==> src/rtl/pipe_perf_monitor.sv <==
// Pipeline performance monitor: counts cycles, data stalls, flushes and
// retirements from the CPU status signals. Collection stops after a
// programmable number of counted cycles.
//
// state | meaning
// IDLE  | not collecting; waiting for start_i
// RUN   | collecting; a cycle with start_i=1 is counted
// DONE  | cycle limit reached; counters frozen until clear/reset
module pipe_perf_monitor #(
  parameter int CNT_W       = 32,
  parameter int CYCLE_LIMIT = 30
) (
  input  logic             clk_i,
  input  logic             rst_i,
  input  logic             start_i,
  input  logic             clear_i,
  input  logic             stall_i,
  input  logic             branch_i,
  input  logic             flush_i,
  input  logic             retire_i,
  input  logic [31:0]      pc_i,
  output logic [CNT_W-1:0] cycle_o,
  output logic [CNT_W-1:0] stall_o,
  output logic [CNT_W-1:0] flush_o,
  output logic [CNT_W-1:0] retire_o,
  output logic [CNT_W-1:0] stall_run_max_o,
  output logic [31:0]      last_pc_o,
  output logic             running_o,
  output logic             done_o
);

  typedef enum logic [1:0] {S_IDLE = 2'd0, S_RUN = 2'd1, S_DONE = 2'd2} state_t;

  localparam logic [CNT_W-1:0] MAX_C = '1;

  state_t           r_state;
  state_t           w_state_nxt;
  logic [CNT_W-1:0] r_cycle, r_stall, r_flush, r_retire, r_run, r_run_max;
  logic [31:0]      r_last_pc;
  logic             w_count;
  logic             w_dstall;
  logic [CNT_W-1:0] w_cycle_inc;
  logic [CNT_W-1:0] w_run_inc;
  logic             w_limit_hit;
  logic             w_running;
  logic             w_done;

  function automatic logic [CNT_W-1:0] sat_inc(input logic [CNT_W-1:0] v, input logic en);
    if (en && (v != MAX_C)) return v + 1'b1;
    return v;
  endfunction

  // A branch in ID owns the stall, so it is not a data hazard.
  assign w_dstall    = stall_i & ~branch_i;
  assign w_count     = (r_state == S_RUN) & start_i & ~clear_i;
  assign w_cycle_inc = sat_inc(r_cycle, 1'b1);
  assign w_run_inc   = sat_inc(r_run, 1'b1);
  // Compare at 64 bits so a narrow CNT_W never aliases onto the limit.
  assign w_limit_hit = (CYCLE_LIMIT != 0) && (64'(w_cycle_inc) == 64'(CYCLE_LIMIT));

  // State register.
  always_ff @(posedge clk_i) begin
    if (rst_i) r_state <= S_IDLE;
    else       r_state <= w_state_nxt;
  end

  // Next-state logic; clear_i forces IDLE from any state.
  always_comb begin
    w_state_nxt = r_state;
    if (clear_i) begin
      w_state_nxt = S_IDLE;
    end else begin
      case (r_state)
        S_IDLE:  if (start_i) w_state_nxt = S_RUN;
        S_RUN: begin
          if (!start_i)         w_state_nxt = S_IDLE;
          else if (w_limit_hit) w_state_nxt = S_DONE;
        end
        S_DONE:  w_state_nxt = S_DONE;
        default: w_state_nxt = S_IDLE;
      endcase
    end
  end

  // Output decode from the registered state.
  always_comb begin
    w_running = (r_state == S_RUN);
    w_done    = (r_state == S_DONE);
  end

  // Event counters and stall-run tracking; update only on counted cycles.
  always_ff @(posedge clk_i) begin
    if (rst_i || clear_i) begin
      r_cycle   <= '0;
      r_stall   <= '0;
      r_flush   <= '0;
      r_retire  <= '0;
      r_run     <= '0;
      r_run_max <= '0;
      r_last_pc <= '0;
    end else if (w_count) begin
      r_cycle   <= w_cycle_inc;
      r_stall   <= sat_inc(r_stall, w_dstall);
      r_flush   <= sat_inc(r_flush, flush_i);
      r_retire  <= sat_inc(r_retire, retire_i);
      r_last_pc <= pc_i;
      if (w_dstall) begin
        r_run <= w_run_inc;
        if (w_run_inc > r_run_max) r_run_max <= w_run_inc;
      end else begin
        r_run <= '0;
      end
    end
  end

  assign cycle_o         = r_cycle;
  assign stall_o         = r_stall;
  assign flush_o         = r_flush;
  assign retire_o        = r_retire;
  assign stall_run_max_o = r_run_max;
  assign last_pc_o       = r_last_pc;
  assign running_o       = w_running;
  assign done_o          = w_done;

endmodule
==> config.mk <==
export PLATFORM = sky130hd
export DESIGN_NAME = pipe_perf_monitor
export DESIGN_NICKNAME = d
export VERILOG_FILES = /design/src/rtl/pipe_perf_monitor.sv
export SDC_FILE = /design/constraint.sdc
export NUM_CORES = 1
export LEC_CHECK = 0
export CAP_MARGIN = 40
export CORE_ASPECT_RATIO = 0.7
export CORE_UTILIZATION = 45
export CTS_CLUSTER_SIZE = 28
export DETAILED_ROUTE_END_ITERATION = 10
export GPL_ROUTABILITY_DRIVEN = 0
export PLACE_DENSITY = 0.71
export SYNTH_ARGS = -nofsm -noshare
export SYNTH_HDL_FRONTEND = slang
export SYNTH_SLANG_ARGS = --single-unit
==> constraint.sdc <==
create_clock -name clk_i -period 4.61 [get_ports clk_i]
set_input_delay 0.922 -clock clk_i [delete_from_list [all_inputs] [get_ports clk_i]]
set_output_delay 0.922 -clock clk_i [all_outputs]
set_load 0.01 [all_outputs]
==> results.py <==
metrics = {
    "die": {
        "core_area_um2": 25700,
        "io_pins": 234,
        "initial_core_util": 0.459,
        "dieArea_um2": 26900,
        "die_height_um": 137,
        "std_cell_rows": 49,
        "die_w_um": 195,
    },
    "cts": {
        "clock_latency_ps": 530,
        "cts-buffers-inserted": 25,
        "path_clk_slew_ps": 60,
        "cts_tree": "done",
        "cts_max_level": 1,
        "clk_path_buf_depth": 3,
        "clock_sinks": 226,
        "root_buffer": "clkbuf_16",
    },
    "grt": {
        "antenna_found_initial": 0,
        "grt_overflow": 0,
        "grt_max_degree": 71,
        "grt_pass1_wl_um": 52000,
        "grt_pass1_vias": 9881,
        "track_usage": 0.235,
    },
    "sta": {
        "clock_skew_ps": 12.5,
        "rsz0062_at_grt": "no",
        "clock.fmax_mhz": 230,
        "maxSlewHeadroom": 0.381,
        "tightestPinTransition_ps": 922,
        "finalSetupViolCount": 0,
        "slew_violations": 0,
        "fin_crit_sh": 0.942,
        "period_needed_ps": 4340,
        "finalHoldViolations": 0,
        "setup_tns_ps": 0,
    },
    "setup_path": {
        "regToRegSetupSlack_ps": 270,
        "r2r_end": "stall_run_max_o[16]$_SDFFE_PP0P_",
        "ff2ff_path_depth": 13,
        "worst_r2r_startpoint": "r_run[8]$_SDFFE_PP0P_",
        "crit_path_cell_trace": "nand4_1 > or4_1 > or4_4 > nor2_1 > xor2_1 > ha_1 > nand4_1 > or2_2 > or4_1 > a31oi_1 > o31a_2 > buf_12 > mux2i_1",
        "crit_path_max_incr_delay_ps": 610,
        "slowest_stage": "or4_1",
        "cp.required_ps": 5050,
        "end_kind": "register",
        "path_max_fanout": 30,
        "critPathKind": "register to register",
        "cp.arrival_ps": 4780,
        "crit_path_start_kind": "register",
    },
    "cells_and_area": {
        "drive_above_1_share": 0.0456,
        "syn2layout_area_growth_pct": 29.3,
        "n_antenna_cell": 0,
        "finalNonFillerCells": 2040,
        "multi_input_area_um2": 6780,
        "fin_nets": 1771,
        "nFillCells": 2327,
        "seqCellArea_um2": 4530,
    },
    "power": {
        "p_per_area_nw_per_um2": 265,
        "vdd_ir_drop_max_uv": 263,
        "p_leak_nw": 4.92,
    },
    "min_path": {
        "hold_depth": 2,
        "hold_path_end": "last_pc_o[15]$_SDFFE_PP0P_",
        "hp-class": "register to register",
        "hold_path.startpoint": "last_pc_o[15]$_SDFFE_PP0P_",
    },
    "detailed_routing": {
        "wl_per_cell_um": 15.9,
        "vias": 11048,
        "via_per_inst": 5.42,
        "routed_wl_um": 32500,
        "drtIter0Drc": 897,
        "first_pass_iters": 5,
        "ant_nets": 0,
        "drc": 0,
    },
    "synthesis": {
        "synth_seq_area_share": 0.384,
        "syn_inst": 1490,
        "syn-num-nets": 1567,
        "synth_edf_count": 0,
        "syn_avg_cell_area_um2": 7.91,
        "async_flop_share": 0,
        "syn_area_um2": 11800,
        "synth_flop_cell": "dfxtp_1",
        "ys_ff_latch": 226,
        "synth_cell_types": 62,
        "synth-warning-count": 0,
    },
    "outcome": {
        "status": "finished, final reports clean",
    },
    "placed_design": {
        "port_buffers": 233,
        "hpwl_um": 23300,
        "placed_cells": 1997,
    },
    "run": {
        "maxCapViolations": 0,
    },
}
==> critical path, delay by kind of cell (launching register included) <==
family	cells	cell delay (ps)
AOI/OAI and AO/OA	2	460
xor gates and xnor gates	1	270
adders and majority gates	1	190
buffers and inverters	1	250
DFF	1	440
muxes	1	260
and+or+nand+nor	7	2390
==> repair_timing <==
| item | in CTS | in global routing |
|---|---|---|
| buffers inserted | 0 | 1 |
| gates resized for setup | 0 | 2 |
| hold buffers | 0 | 0 |
| setup endpoints to repair | 0 | 30 |
==> routing by layer <==
metal,global-route usage,vias up,part of all wire
li1,-,5565,-
met1,0.337,5110,0.48
met2,0.360,329,0.43
met3,0.0470,44,0.068
met4,0.0538,0,0.019
met5,0,-,0
==> cell usage in the layout (no fill, tap or decap), types with 32 or more instances in the layout <==
cell / n
nor3_1: 57
nand3_1: 58
dfxtp_1: 225
nor2_1: 185
nand2_1: 215
mux2i_1: 32
xnor2_1: 96
inv_1: 52
o21ai_0: 37
clkdlybuf4s50_1: 233
nand4_1: 49
ha_1: 37
a21oi_1: 81
xor2_1: 53
==> power breakdown <==
| group | switching, mW | leakage (nW) | total (mW) | internal, mW |
|---|---|---|---|---|
| Clock | 0.815 | 0.390 | 1.97 | 1.15 |
| Sequential | 0.00192 | 1.82 | 1.96 | 1.96 |
| Combinational | 0.0625 | 2.71 | 0.111 | 0.0486 |
==> area by class of cell <==
cell class	count	share of cell area
clock inverters	8	0.00640
repair buffers	255	0.167
clock buffers	34	0.0452
inverters	52	0.0128
multi-input cells	1134	0.445
flip-flops and latches	226	0.297
well taps	331	0.0272
==> logic make-up (layout without fill, tap and decap cells) <==
family | after synthesis | in the layout | synth area share
AO/OA/AOI/OAI | 193 | 193 | 0.101
XOR/XNOR | 149 | 149 | 0.111
adder cells (fa/ha/maj) | 37 | 37 | 0.0393
buffers and inverters | 130 | 349 | 0.0427
flip-flops | 226 | 226 | 0.384
multiplexers | 33 | 33 | 0.0281
AND/OR/NAND/NOR | 722 | 722 | 0.295
==> synthesized netlist by cell type, types with 11 or more instances <==
master | n | share of area
nor4_1 | 24 | 0.013
nand4_1 | 49 | 0.026
or3_1 | 24 | 0.013
nand3_1 | 58 | 0.025
a22oi_1 | 16 | 0.010
dfxtp_1 | 226 | 0.38
clkbuf_1 | 63 | 0.020
mux2i_1 | 32 | 0.027
a21oi_1 | 81 | 0.034
xnor2_1 | 96 | 0.071
and4_1 | 16 | 0.012
or4_1 | 13 | 0.0083
and2_1 | 17 | 0.0090
xor2_1 | 53 | 0.039
nand2_1 | 215 | 0.068
nor3_1 | 57 | 0.024
nor2_1 | 186 | 0.059
o21ai_0 | 38 | 0.016
inv_1 | 52 | 0.017
and3_1 | 28 | 0.015
buf_2 | 11 | 0.0047
ha_1 | 37 | 0.039
==> worst max path at each step <==
stage | start | endpoint | cells after the start
5_1_grt | r_run[8]$_SDFFE_PP0P_ | stall_run_max_o[16]$_SDFFE_PP0P_ | 14
6_report | r_run[8]$_SDFFE_PP0P_ | stall_run_max_o[16]$_SDFFE_PP0P_ | 13
4_1_cts | r_run[8]$_SDFFE_PP0P_ | stall_run_max_o[16]$_SDFFE_PP0P_ | 13
3_3_place_gp | r_run[8]$_SDFFE_PP0P_ | stall_run_max_o[3]$_SDFFE_PP0P_ | 14
2_1_floorplan | r_run[8]$_SDFFE_PP0P_ | stall_run_max_o[0]$_SDFFE_PP0P_ | 14
3_5_place_dp | r_run[8]$_SDFFE_PP0P_ | stall_run_max_o[20]$_SDFFE_PP0P_ | 13
==> stage by stage <==
stage / hold WS [ps] / utilization / setup slack (ps) / cell area [um2] / total power [mW]
final: 451 / 0.593 / 268 / 15200 / 4.04
after global routing: 473 / 0.593 / 8.39 / 15200 / 4.17
after CTS: 455 / 0.593 / 176 / 15200 / 4.09
after detailed placement: 448 / 0.562 / 275 / 14400 / 2.11
after global placement: 441 / 0.561 / 401 / 14400 / 2.11
after floorplan: 452 / - / 534 / 11800 / 2.05
==> flip-flops by register name, summed over array words and instances, names as in the netlist <==
signal and cells:
cycle_o 32, flush_o 32, last_pc_o 32, r_run 32, retire_o 32, stall_o 32, stall_run_max_o 32, r_state 2
Power figures use the tool's default switching activity.
